<file path="src/rtl/sys_bus_pkg.sv">
// ----------------------------------------------------------------------------
// sys_bus_pkg
// Shared definitions for the system bus arbiter:
//   - region_e : address region codes (data memory, two devices, unmapped)
//   - region base/mask constants used by the address decoder
//   - state_e  : arbiter FSM states
//   - in_region: helper that tests an address against a base/mask pair
// Optional feature macro used by the arbiter: SYS_BUS_ERR_EN.
// ----------------------------------------------------------------------------
package sys_bus_pkg;

    typedef enum logic [1:0] {
        REGION_MEM  = 2'd0,
        REGION_DEV1 = 2'd1,
        REGION_DEV2 = 2'd2,
        REGION_NONE = 2'd3
    } region_e;

    // Data memory occupies 0x0000_0000-0x0000_00FF.
    localparam logic [31:0] MEM_BASE  = 32'h0000_0000;
    localparam logic [31:0] MEM_MASK  = 32'hFFFF_FF00;
    // Each device owns a 16-byte window.
    localparam logic [31:0] DEV1_BASE = 32'h0000_0800;
    localparam logic [31:0] DEV2_BASE = 32'h0000_0900;
    localparam logic [31:0] DEV_MASK  = 32'hFFFF_FFF0;

    typedef enum logic [1:0] {
        ST_IDLE   = 2'd0,
        ST_ACCESS = 2'd1,
        ST_DONE   = 2'd2
    } state_e;

    function automatic logic in_region(input logic [31:0] addr,
                                       input logic [31:0] base,
                                       input logic [31:0] mask);
        return (addr & mask) == base;
    endfunction

endpackage

</file>
<file path="src/rtl/sys_bus_region.sv">
// ----------------------------------------------------------------------------
// sys_bus_region
// Purely combinational address decoder: maps a 32-bit address to a region
// code (MEM / DEV1 / DEV2 / NONE).
// Ports:
//   addr_i   [31:0] : address to classify
//   region_o [1:0]  : region code (sys_bus_pkg::region_e encoding)
// ----------------------------------------------------------------------------
module sys_bus_region
    import sys_bus_pkg::*;
(
    input  logic [31:0] addr_i,
    output logic [1:0]  region_o
);

    always_comb begin
        region_o = REGION_NONE;
        if (in_region(addr_i, MEM_BASE, MEM_MASK)) begin
            region_o = REGION_MEM;
        end else if (in_region(addr_i, DEV1_BASE, DEV_MASK)) begin
            region_o = REGION_DEV1;
        end else if (in_region(addr_i, DEV2_BASE, DEV_MASK)) begin
            region_o = REGION_DEV2;
        end
    end

endmodule

</file>
<file path="src/rtl/sys_bus_arbiter.sv">
// ----------------------------------------------------------------------------
// sys_bus_arbiter
// Two-master (CPU = m0, DMA = m1) round-robin arbiter for a single shared
// system bus. One transaction at a time: IDLE -> ACCESS -> DONE -> IDLE.
// The winning master's we/a/wd are latched on grant; ACCESS lasts WAIT+1
// cycles (WAIT chosen by address region), DONE issues the single write
// strobe and the one-cycle rdy pulse carrying read data.
// Parameters:
//   MEM_WAIT : wait cycles for the data-memory region
//   DEV_WAIT : wait cycles for device regions and any other address
// Ports:
//   clk, rst                 : clock, synchronous active-high reset
//   m0_*/m1_* req,we,a,wd    : master request inputs
//   m0_gnt/m1_gnt            : grant, high from the cycle after arbitration
//                              through DONE
//   m0_rdy/m1_rdy            : one-cycle completion pulse
//   m_rd                     : read data, valid while a rdy is high, else 0
//   bus_we, bus_a, bus_wd    : shared bus towards the address decoder
//   bus_rd                   : read data from the slave mux
//   bus_err                  : only when SYS_BUS_ERR_EN is defined; flags an
//                              access to an unmapped address (with rdy), and
//                              the write strobe is suppressed for it
// ----------------------------------------------------------------------------
module sys_bus_arbiter
    import sys_bus_pkg::*;
#(
    parameter int MEM_WAIT = 0,
    parameter int DEV_WAIT = 1
) (
    input  logic        clk,
    input  logic        rst,
    input  logic        m0_req,
    input  logic        m0_we,
    input  logic [31:0] m0_a,
    input  logic [31:0] m0_wd,
    input  logic        m1_req,
    input  logic        m1_we,
    input  logic [31:0] m1_a,
    input  logic [31:0] m1_wd,
    output logic        m0_gnt,
    output logic        m1_gnt,
    output logic        m0_rdy,
    output logic        m1_rdy,
    output logic [31:0] m_rd,
`ifdef SYS_BUS_ERR_EN
    output logic        bus_err,
`endif
    output logic        bus_we,
    output logic [31:0] bus_a,
    output logic [31:0] bus_wd,
    input  logic [31:0] bus_rd
);

    localparam logic [31:0] MEM_WAIT_C = 32'(MEM_WAIT);
    localparam logic [31:0] DEV_WAIT_C = 32'(DEV_WAIT);

    state_e      state_q, state_d;
    logic        owner_q, owner_d;   // 0 = m0, 1 = m1
    logic        last_q,  last_d;    // master granted most recently
    logic        we_q,    we_d;
    logic [31:0] a_q,     a_d;
    logic [31:0] wd_q,    wd_d;
    logic [31:0] cnt_q,   cnt_d;

    logic        any_req;
    logic        sel_m1;
    logic [31:0] sel_a;
    logic [1:0]  sel_region;
    logic        in_done;
    logic        busy;
    logic        err;

    // Round robin: m1 wins when it is the only requester, or when both
    // request and m0 was the last master served.
    assign any_req = m0_req | m1_req;
    assign sel_m1  = m1_req & (~m0_req | ~last_q);
    assign sel_a   = sel_m1 ? m1_a : m0_a;

    // Decode the address being latched so the wait count is known on entry
    // to ACCESS.
    sys_bus_region u_region (
        .addr_i   (sel_a),
        .region_o (sel_region)
    );

    always_comb begin
        state_d = state_q;
        owner_d = owner_q;
        last_d  = last_q;
        we_d    = we_q;
        a_d     = a_q;
        wd_d    = wd_q;
        cnt_d   = cnt_q;
        case (state_q)
            ST_IDLE: begin
                if (any_req) begin
                    owner_d = sel_m1;
                    last_d  = sel_m1;
                    we_d    = sel_m1 ? m1_we : m0_we;
                    a_d     = sel_a;
                    wd_d    = sel_m1 ? m1_wd : m0_wd;
                    cnt_d   = (sel_region == REGION_MEM) ? MEM_WAIT_C : DEV_WAIT_C;
                    state_d = ST_ACCESS;
                end
            end
            ST_ACCESS: begin
                // ACCESS spans WAIT+1 cycles: the cycle that sees zero
                // is the last one.
                if (cnt_q == 32'd0) begin
                    state_d = ST_DONE;
                end else begin
                    cnt_d = cnt_q - 32'd1;
                end
            end
            ST_DONE: begin
                state_d = ST_IDLE;
            end
            default: begin
                state_d = ST_IDLE;
            end
        endcase
    end

    always_ff @(posedge clk) begin
        if (rst) begin
            state_q <= ST_IDLE;
            owner_q <= 1'b0;
            last_q  <= 1'b1;     // m0 wins the first tie after reset
            we_q    <= 1'b0;
            a_q     <= 32'd0;
            wd_q    <= 32'd0;
            cnt_q   <= 32'd0;
        end else begin
            state_q <= state_d;
            owner_q <= owner_d;
            last_q  <= last_d;
            we_q    <= we_d;
            a_q     <= a_d;
            wd_q    <= wd_d;
            cnt_q   <= cnt_d;
        end
    end

`ifdef SYS_BUS_ERR_EN
    logic [1:0] region_q;

    always_ff @(posedge clk) begin
        if (rst) begin
            region_q <= REGION_MEM;
        end else if (state_q == ST_IDLE && any_req) begin
            region_q <= sel_region;
        end
    end

    assign err     = (region_q == REGION_NONE);
    assign bus_err = in_done & err;
`else
    assign err = 1'b0;
`endif

    // A reset arriving in the DONE cycle must not let the strobe or the
    // completion pulse escape, so DONE-qualified outputs are masked by rst.
    assign in_done = (state_q == ST_DONE) & ~rst;
    assign busy    = (state_q != ST_IDLE);

    assign m0_gnt = busy & ~owner_q;
    assign m1_gnt = busy &  owner_q;
    assign m0_rdy = in_done & ~owner_q;
    assign m1_rdy = in_done &  owner_q;
    assign m_rd   = in_done ? bus_rd : 32'd0;

    assign bus_we = in_done & we_q & ~err;
    assign bus_a  = busy ? a_q  : 32'd0;
    assign bus_wd = busy ? wd_q : 32'd0;

endmodule

</file>
<file path="config.mk">
export PLATFORM = sky130hd
export DESIGN_NAME = sys_bus_arbiter
export DESIGN_NICKNAME = d
export VERILOG_FILES = /design/src/rtl/sys_bus_pkg.sv /design/src/rtl/sys_bus_region.sv /design/src/rtl/sys_bus_arbiter.sv
export SDC_FILE = /design/constraint.sdc
export NUM_CORES = 1
export LEC_CHECK = 0
export CAP_MARGIN = 40
export CORE_AREA = 3 3 103 105
export CTS_CLUSTER_DIAMETER = 80
export CTS_CLUSTER_SIZE = 10
export DETAILED_ROUTE_END_ITERATION = 8
export DIE_AREA = 0 0 106 108
export DONT_BUFFER_PORTS = 1
export PLACE_DENSITY = 0.69
export SETUP_SLACK_MARGIN = 0.15
export SYNTH_ARGS = -nofsm -noshare
export SYNTH_HDL_FRONTEND = slang
export SYNTH_SLANG_ARGS = --single-unit
</file>
<file path="constraint.sdc">
create_clock -name clk -period 4.1 [get_ports clk]
set_clock_uncertainty 0.05 [all_clocks]
set_input_delay 0.41 -clock clk [delete_from_list [all_inputs] [get_ports clk]]
set_output_delay 0.41 -clock clk [all_outputs]
set_load 0.1 [all_outputs]
</file>
## Word-level counts from Yosys, hierarchy flattened

Cells that the tools add are included.

- $add $sub $neg: 1
- Eq/ne operators: 7
- Muxes and demuxes: 16
- Bitwise gates (word level): 13
- Reductions and logical operators: 9

Operators by type and width:

| cell | number |
|---|---|
| $mux 32 | 7 |
| $logic_not 32->1 | 2 |
| $pmux 32 s2 | 1 |
| $eq 28x8->1 const B | 2 |
| $sub 32x1->32 const B | 1 |
| $mux 2 | 4 |
| $and 1x1->1 | 7 |
| $ne 2x2->1 const B | 3 |
| $logic_not 2->1 | 2 |
| $not 1->1 | 4 |
| $pmux 2 s2 | 1 |
| $reduce_and 2->1 | 2 |
| $reduce_bool 2->1 | 2 |
| $mux 1 | 3 |
| $reduce_and 3->1 | 1 |
| $eq 2x1->1 const B | 1 |
| $eq 2x2->1 const B | 1 |
| $or 1x1->1 | 2 |

- Bits in registers: 101
- Input port bits: 166

## Longest topological paths before layout

Gate-level depths: netlist (run 1).

- Word-level depth: 12
- Gate-level depth with buffers: 9

## By module

From an unflattened synthesis (run 1), not the netlist that was laid out.

- Cells, all modules: 665
- Area total of the unflattened synthesis: 5521.5 µm²

Modules (own cells, without submodules):

| module | instances | cells an instance | area an instance (µm²) | seq. area each (µm²) |
|---|---|---|---|---|
| sys_bus_arbiter | 1 | 651 | 5430.2 | 2021.9 |
| sys_bus_region | 1 | 14 | 91.3 | 0.0 |

## Least setup slack after synthesis (run 1)

Ideal clock, no wire load.

- Path type: input to output
- Start point: input port rst
- End point: output port m0_rdy
- Arrival time: 2.437 ns
- Path slack: 1.203 ns
- Cell stages on the path: 3
- Buffers on the path: 1
- Cells stage by stage: clkbuf_1 > nor3b_1 > nor2b_1

- Longest elaborated chain between the ends: 3

RTL lines:

| element | RTL line | RTL |
|---|---|---|
| start, declared | sys_bus_arbiter.sv:31 | `input logic rst,` |
| $not 1->1 | sys_bus_arbiter.sv:163 | `assign in_done = (state_q == ST_DONE) & ~rst;` |
| $and 1x1->1 | sys_bus_arbiter.sv:163 |  |
| $and 1x1->1 | sys_bus_arbiter.sv:168 | `assign m0_rdy = in_done & ~owner_q;` |
| end, declared | sys_bus_arbiter.sv:42 | `output logic m0_rdy,` |

No other way between the ends.

## Worst setup path after layout (run 1)

- Start point: register cnt_q[12]
- End point: register cnt_q[25]

- Longest elaborated chain between the ends: 3
- Elaborated cells between the ends (all ways): 6

RTL lines:

| element | RTL line | RTL |
|---|---|---|
| start, declared | sys_bus_arbiter.sv:63 | `logic [31:0] cnt_q, cnt_d;` |
| start signal, assigned | sys_bus_arbiter.sv:140 | `cnt_q <= cnt_d;` |
| $sub 32x1->32 / $logic_not 32->1 (equally long branches) | sys_bus_arbiter.sv:112, sys_bus_arbiter.sv:109 |  |
| $mux 32 / $ne 2x2->1 (equally long branches) | n/a |  |
| $pmux 32 s2 / $reduce_and 3->1 (equally long branches) | n/a |  |

Parallel ways exist; a longest one is shown, timed or not. The select of a mux whose other input is x is not followed.
A chain may end at the register's enable or synchronous reset.

==> summary.md, run 1 <==
| Metric | Value |
|---|---|
| Clk pwr share | `9.3%` |
| Synth Net Count | `around 870` |
| Comb power frac | `between 60% and 70%` |
| RSZ-0062 raised after global routing | `no` |
| Worst Path Buf+Inv | `0` |
| PostCTS Resize Cnt | `0` |
| Crit Path Max Fanout | `9` |
| WL per Instance | `21.72 um` |
| Slew at the pin closest to its max-slew limit | `764.5 ps` |
| Cell Area, Synth | `5324 sq um` |
| CP Class | `flip-flop to flip-flop` |
| Setup TNS | `0 ps` |
| Leading cell type in the layout, fill and taps excluded | `nand2_1` |
| Layout Cells excl Fill | `approximately 900` |
| # hold bufs at CTS | `0` |
| Startpoint Class | `flip-flop` |
| Unique cell type count in the Yosys netlist | `44` |
| VDD IR max | `between 0.6 and 0.7 mV` |
| Most frequent CP cell | `or4_4` |
| Initial antenna violation count | `1` |
| Leakage | `slightly above 3 nW` |
| Reg clk slew, reported paths | `~100 ps` |
| YS warnings | `0` |
| Fill cell count | `between 500 and 600` |
| #FFs+latches synth | `around 100` |
| Placed cell area | `7740 sq um` |
| Worst slack, placed | `between 1000 and 1500 ps` |
| Initial drt markers | `~570` |
| Core area | `9729 sq um` |
| Nets | `between 900 and 1000` |
| IO buf count | `0` |
| Max Cap Viol | `0` |
| I/O pin count | `about 270` |
| Avg Cell Area, Syn | `about 7.6 sq um` |
| CP max stage delay | `600 ps` |
| CP Cell Sequence | `or4_4 -> or4_4 -> a2111oi_4 -> nand2_2 -> or4_1 -> nand2_1` |
| Remaining routing DRC violations | `0` |
| Ys async rst share | `0%` |
| Sw Ratio | `52.68%` |
| CP arrival | `between 3000 and 4000 ps` |
| FMAX | `362.8 MHz` |
| DRT Pass-1 Iters | `7` |
| Crit path capture type | `flip-flop` |
| Final instance area | `about 8000 sq um` |
| Number of diodes | `0` |
| Via count | `5565` |
| ANT nets after route | `0` |
| CTS Buf Count | `9` |
| RD Place Congestion | `around 0.85` |
| Final Util | `just over 80%` |
| CTS tree | `built` |
| Setup violators final | `0` |
| Post-Synthesis Cells | `700` |
| Rel. slew slack | `about half` |
| Clock Tree Buf Depth | `2` |
| Ys flop type | `dfxtp_1` |
| Layout cells sized above 1 | `a little over a quarter` |
| Worst setup margin | `between 1000 and 1500 ps` |
| Root buffer cell | `clkbuf_8` |
| Final min period | `roughly 2800 ps` |
| CTS H-tree depth | `3` |
| Total Routing Usage GR | `32.97%` |
| Initial Util | `roughly 55%` |
| Final Total Pwr | `a little under 8 mW` |
| First-pass GRT wire length | `between 20000 and 30000 um` |
| Status | `complete, no violations` |
| Register area share after synthesis | `between 30% and 40%` |
| CP top delay family | `simple AND/OR/NAND/NOR gates` |
| Row Count | `36` |
| Switching power | `4.091 mW` |
| DR vias/cell | `6.156` |
| Reg power frac | `approximately a fifth` |
| Skew-Pair Late Insertion Delay | `roughly 360 ps` |
| Largest net degree at the start of global routing | `between 80 and 90` |
| Max Slew Vio Count | `0` |
| Cell Int Power | `between 3 and 4 mW` |
| Pwr dens | `974.1 nW/um^2` |
| EDFF count, synth | `0` |
| Placed cells | `888` |
| Vias in the first global route | `roughly 5500` |
| Area delta synth->final | `49.75%` |
| Post-CTS setup buffer count | `0` |
| Slowest-stage cell, CP | `a2111oi_4` |
| Most frequent cells in the layout | `145 x nand2_1, 101 x nor2_1, 101 x dfxtp_1` |
| Final WL | `roughly 20000 um` |
| Type of the tightest min-delay check | `input pin to flip-flop` |
| Final hold viol count | `0` |
| GRT Residual Overflow | `0` |
| WHS | `67.15 ps` |
| Die height | `108 um` |
| Die Wd | `between 100 and 150 um` |
| Clk sinks | `approximately 100` |
| Post-route clock period utilization | `67.23%` |
| HPWL after DPL | `~15000 um` |
| Die Area | `about 11000 sq um` |
| Required @ worst endpoint | `4370 ps` |
## power groups by stage
stage          clock [mW]  combinational, mW  sequential [mW]
2_1_floorplan           0               3.80             1.57
3_3_place_gp            0               4.28             1.63
3_5_place_dp            0               5.31             1.66
4_1_cts             0.732               5.36             1.65
5_1_grt             0.771               5.72             1.70
6_report            0.726               5.38             1.66
## logic make-up after synthesis
logic type | after synthesis | synth area share (%)
simple gates | 419 | 38.00
compound gates | 98 | 15.58
fa+ha+maj | 2 | 0.4700
xor+xnor | 23 | 3.784
buf+inv | 57 | 4.183
flops | 101 | 37.98
## area by class of cell
type                    instances  area, sq um  area share [%]
multi-input cells             542         3276           41.09
flip-flops and latches        101         2022           25.36
well taps                     133        166.4           2.087
clock buffers                  12        155.1           1.946
inverters                       3        11.26          0.1412
repair buffers                109         2265           28.41
clock inverters                 4        77.57          0.9730
## registers in the layout (all words and copies together) (netlist names)
name,flops
owner_q,1
a_q,32
last_q,1
wd_q,32
state_q,2
cnt_q,32
we_q,1
## synthesized netlist by cell type (2+ instances only)
| cell | count | share of area, % |
|---|---|---|
| o21ai_0 | 5 | 0.47 |
| or4_4 | 2 | 0.42 |
| nor4b_1 | 2 | 0.33 |
| buf_1 | 4 | 0.28 |
| a211oi_1 | 3 | 0.42 |
| nor2_1 | 103 | 7.3 |
| nor3b_1 | 2 | 0.28 |
| xnor2_1 | 17 | 2.8 |
| nor2b_1 | 68 | 8.0 |
| xor2_1 | 6 | 0.99 |
| nand4_1 | 6 | 0.71 |
| o211ai_1 | 3 | 0.42 |
| nand2_1 | 146 | 10 |
| nand2b_1 | 4 | 0.47 |
| a21oi_1 | 7 | 0.66 |
| nand3_1 | 7 | 0.66 |
| or2_2 | 2 | 0.23 |
| ha_1 | 2 | 0.47 |
| clkbuf_1 | 48 | 3.4 |
| or4_1 | 8 | 1.1 |
| and2_1 | 35 | 4.1 |
| or3_1 | 8 | 0.94 |
| inv_1 | 3 | 0.21 |
| dfxtp_1 | 101 | 38 |
| nor4_1 | 13 | 1.5 |
| a2111oi_0 | 3 | 0.49 |
| nor3_1 | 9 | 0.85 |
| a311oi_1 | 65 | 11 |
| o31ai_1 | 3 | 0.42 |
## final timing paths
kind | endpoint | depth (start not counted) | slack (ps) | startpoint
min | wd_q[5] | 1 | 70 | rst
max | cnt_q[25] | 6 | 1340 | cnt_q[12]
max reg2reg | cnt_q[25] | 6 | 1340 | cnt_q[12]
min reg2reg | cnt_q[11] | 2 | 420 | cnt_q[11]
## metal layers
metal	vias up	global-route usage, %	share of wire [%]	wire [um]
li1	2552	-	-	-
met1	2585	37.14	35	6908
met2	360	57.70	50	9896
met3	68	10.45	10	2026
met4	0	14.15	4.1	805
met5	-	0	0	0
(Power assumes the default switching activity.)
==> inputs of run 2 (changes only) <==
--- a/config.mk
+++ b/config.mk
@@ -12,7 +12,7 @@
 export DETAILED_ROUTE_END_ITERATION = 8
 export DIE_AREA = 0 0 106 108
 export DONT_BUFFER_PORTS = 1
-export PLACE_DENSITY = 0.69
+export PLACE_DENSITY = 0.72
 export SETUP_SLACK_MARGIN = 0.15
 export SYNTH_ARGS = -nofsm -noshare
 export SYNTH_HDL_FRONTEND = slang
==> constraint.sdc (replaced) <==
create_clock -name clk -period 2.4 [get_ports clk]
set_clock_uncertainty 0.05 [all_clocks]
set_input_delay 0.24 -clock clk [delete_from_list [all_inputs] [get_ports clk]]
set_output_delay 0.24 -clock clk [all_outputs]
set_load 0.1 [all_outputs]
==> run 2 against run 1 <==
  * Largest power group unchanged
  * Core utilization increased by 4.1 points
  * Design area increased by 5.0%
  * Via count increased by 29%
  * Hold slack got worse by 65 ps
  * Non-clock buffer count up 152
  * Cell count increased by 17%
  * Power is 100% higher
  * Count of clock-buffer cells in the layout is 1 lower
  * Maximum frequency up 6.5%
  * Largest cell class unchanged
  * The flow now finishes with violations (negative setup slack)
  * Sequential share of layout area shrank 1.2 points
  * Clock power rose by 50%
  * Critical path depth grew 2
==> summary.md, run 2 (same netlist as run 1, synthesis figures left out) <==
| Metric | Value |
|---|---|
| Startpoint Class | `flip-flop` |
| Via count | `7172 (+29%)` |
| Most frequent cells in the layout | `144 x nand2_1, 127 x buf_4, 118 x dlygate4sd3_1` |
| WL per Instance | `25.78 um (+19%)` |
| CP Class | `flip-flop to flip-flop` |
| Crit Path Max Fanout | `6 (-3)` |
| Max Slew Vio Count | `0 (unchanged)` |
| IO buf count | `0 (unchanged)` |
| Root buffer cell | `clkbuf_8` |
| Skew-Pair Late Insertion Delay | `370 ps (about the same)` |
| Largest net degree at the start of global routing | `106 (+31%)` |
| Clk sinks | `101 (unchanged)` |
| Layout cells sized above 1 | `29.33% (+2.7 points)` |
| Crit path capture type | `flip-flop` |
| Rel. slew slack | `30.11% (-18 points)` |
| Final WL | `27250 um (+39%)` |
| CTS H-tree depth | `3 (unchanged)` |
| Number of diodes | `0 (unchanged)` |
| Fill cell count | `407 (-23%)` |
| VDD IR max | `1.342 mV (+120%)` |
| First-pass GRT wire length | `34720 um (+17%)` |
| Worst slack, placed | `12.96 ps (-1391 ps)` |
| Final hold viol count | `0 (unchanged)` |
| Required @ worst endpoint | `2610 ps (-1760 ps)` |
| CTS tree | `built` |
| CP max stage delay | `610 ps (about the same)` |
| Leakage | `3.506 nW (+14%)` |
| Die Area | `11450 sq um (unchanged)` |
| Initial Util | `54.72% (unchanged)` |
| Remaining routing DRC violations | `0 (unchanged)` |
| GRT Residual Overflow | `0 (unchanged)` |
| Reg clk slew, reported paths | `100 ps (about the same)` |
| Status | `finished with violations` |
| Final Util | `86.01% (+4.1 points)` |
| Setup violators final | `20 (+20)` |
| Setup TNS | `-1837 ps (-1837 ps)` |
| Pwr dens | `1863 nW/um^2 (+91%)` |
| Row Count | `36 (unchanged)` |
| Vias in the first global route | `6584 (+20%)` |
| RD Place Congestion | `0.8685 (+2.2%)` |
| HPWL after DPL | `12340 um (-16%)` |
| FMAX | `386.5 MHz (+6.5%)` |
| Total Routing Usage GR | `37.93% (+5.0 points)` |
| Die height | `108 um (unchanged)` |
| ANT nets after route | `0 (unchanged)` |
| DR vias/cell | `6.785 (+10%)` |
| CP Cell Sequence | `or4_1 -> a2111oi_4 -> nor4b_4 -> buf_4 -> buf_12 -> nor3_1 -> xnor2_1 -> nor2_1` |
| CTS Buf Count | `9 (unchanged)` |
| Biggest regs | `a_q (32), cnt_q (32), wd_q (32)` |
| Worst setup margin | `-187.3 ps (-1531 ps)` |
| Clock Tree Buf Depth | `2 (unchanged)` |
| Slew at the pin closest to its max-slew limit | `1045 ps (+280.0 ps)` |
| Max Cap Viol | `0 (unchanged)` |
| Failing checks | `negative setup slack` |
| Type of the tightest min-delay check | `input pin to flip-flop` |
| Die Wd | `106 um (unchanged)` |
| Final Total Pwr | `15.59 mW (+100%)` |
| Core area | `9729 sq um (unchanged)` |
| Post-route clock period utilization | `107.8% (+41 points)` |
| Initial drt markers | `1087 (+91%)` |
| Area delta synth->final | `57.18%` |
| Slowest-stage cell, CP | `or4_1` |
| Initial antenna violation count | `0 (-1)` |
| CP arrival | `2790 ps (-230 ps)` |
| Nets | `1087 (+16%)` |
| Final min period | `2587 ps (-168.9 ps)` |
| Leading cell type in the layout, fill and taps excluded | `nand2_1` |
| I/O pin count | `267 (unchanged)` |
| RSZ-0062 raised after global routing | `yes` |
| DRT Pass-1 Iters | `7 (unchanged)` |
run 2: cell count changes in the layout (fill, tap and decap cells not counted), sizes merged:
cell	change
bufinv	-2
or4	+1
clkbuf	+3
buf	+30
clkinv	+1
dlygate4sd3	+118
clkinvlp	+2
run 2: per-layer routing:
layer,wire (um),vias up,GRT usage [%]
li1,-,2859,-
met1,8750,3272,42.01
met2,12770,749,65.35
met3,3345,292,10.81
met4,2380,0,22.02
met5,0,-,0
run 2: timing repair:
| action | CTS | global route |
|---|---|---|
| setup buffers | 5 | 9 |
| endpoints found under the hold margin | 71 | 3 |
| endpoints found under the setup margin | 31 | 139 |
| gates resized for setup | 12 | 37 |
| hold buffers | 115 | 4 |
| pin swaps | 16 | 21 |
| gates cloned | 1 | 4 |
run 2: final timing paths:
check	start	to	slack, ps	depth (start not counted)
min reg2reg	cnt_q[11]	cnt_q[11]	440	2
min	m1_wd[16]	wd_q[16]	2	2
max reg2reg	cnt_q[25]	cnt_q[10]	-190	8
max	cnt_q[25]	cnt_q[10]	-190	8
run 2: cell type report:
cell class                 count  area [sq um]  area share (%)
multi-input combinational    543          3522           42.09
timing repair buffer         261          2449           29.26
sequential                   101          2024           24.19
tap                          133         166.4           1.989
clock buffer                  11         151.4           1.809
clock inverter                 5         43.79          0.5233
inverter                       3         11.26          0.1346
run 2: where the power goes:
group / switching [mW] / internal [mW] / total, mW
Combinational: 7.36 / 4.19 / 11.5
Clock: 0.644 / 0.446 / 1.09
Sequential: 0.611 / 2.34 / 2.96
Total: 8.62 / 6.98 / 15.6
run 2: per-stage QoR:
stage,instances,area (sq um),hold slack (ps)
floorplan,700,5477,349.0
global placement,903,6484,272.4
detailed placement,903,6484,276.5
CTS,1040,7945,1.573
global route,1057,8368,-0.7776
finish,1057,8368,1.699
run 2: critical path, delay by kind of cell, from the launching register on:
family	cells	cell delay, ps
buf+inv	2	320
compound gates	1	390
simple gates	4	1090
xor+xnor	1	250
flops	1	370
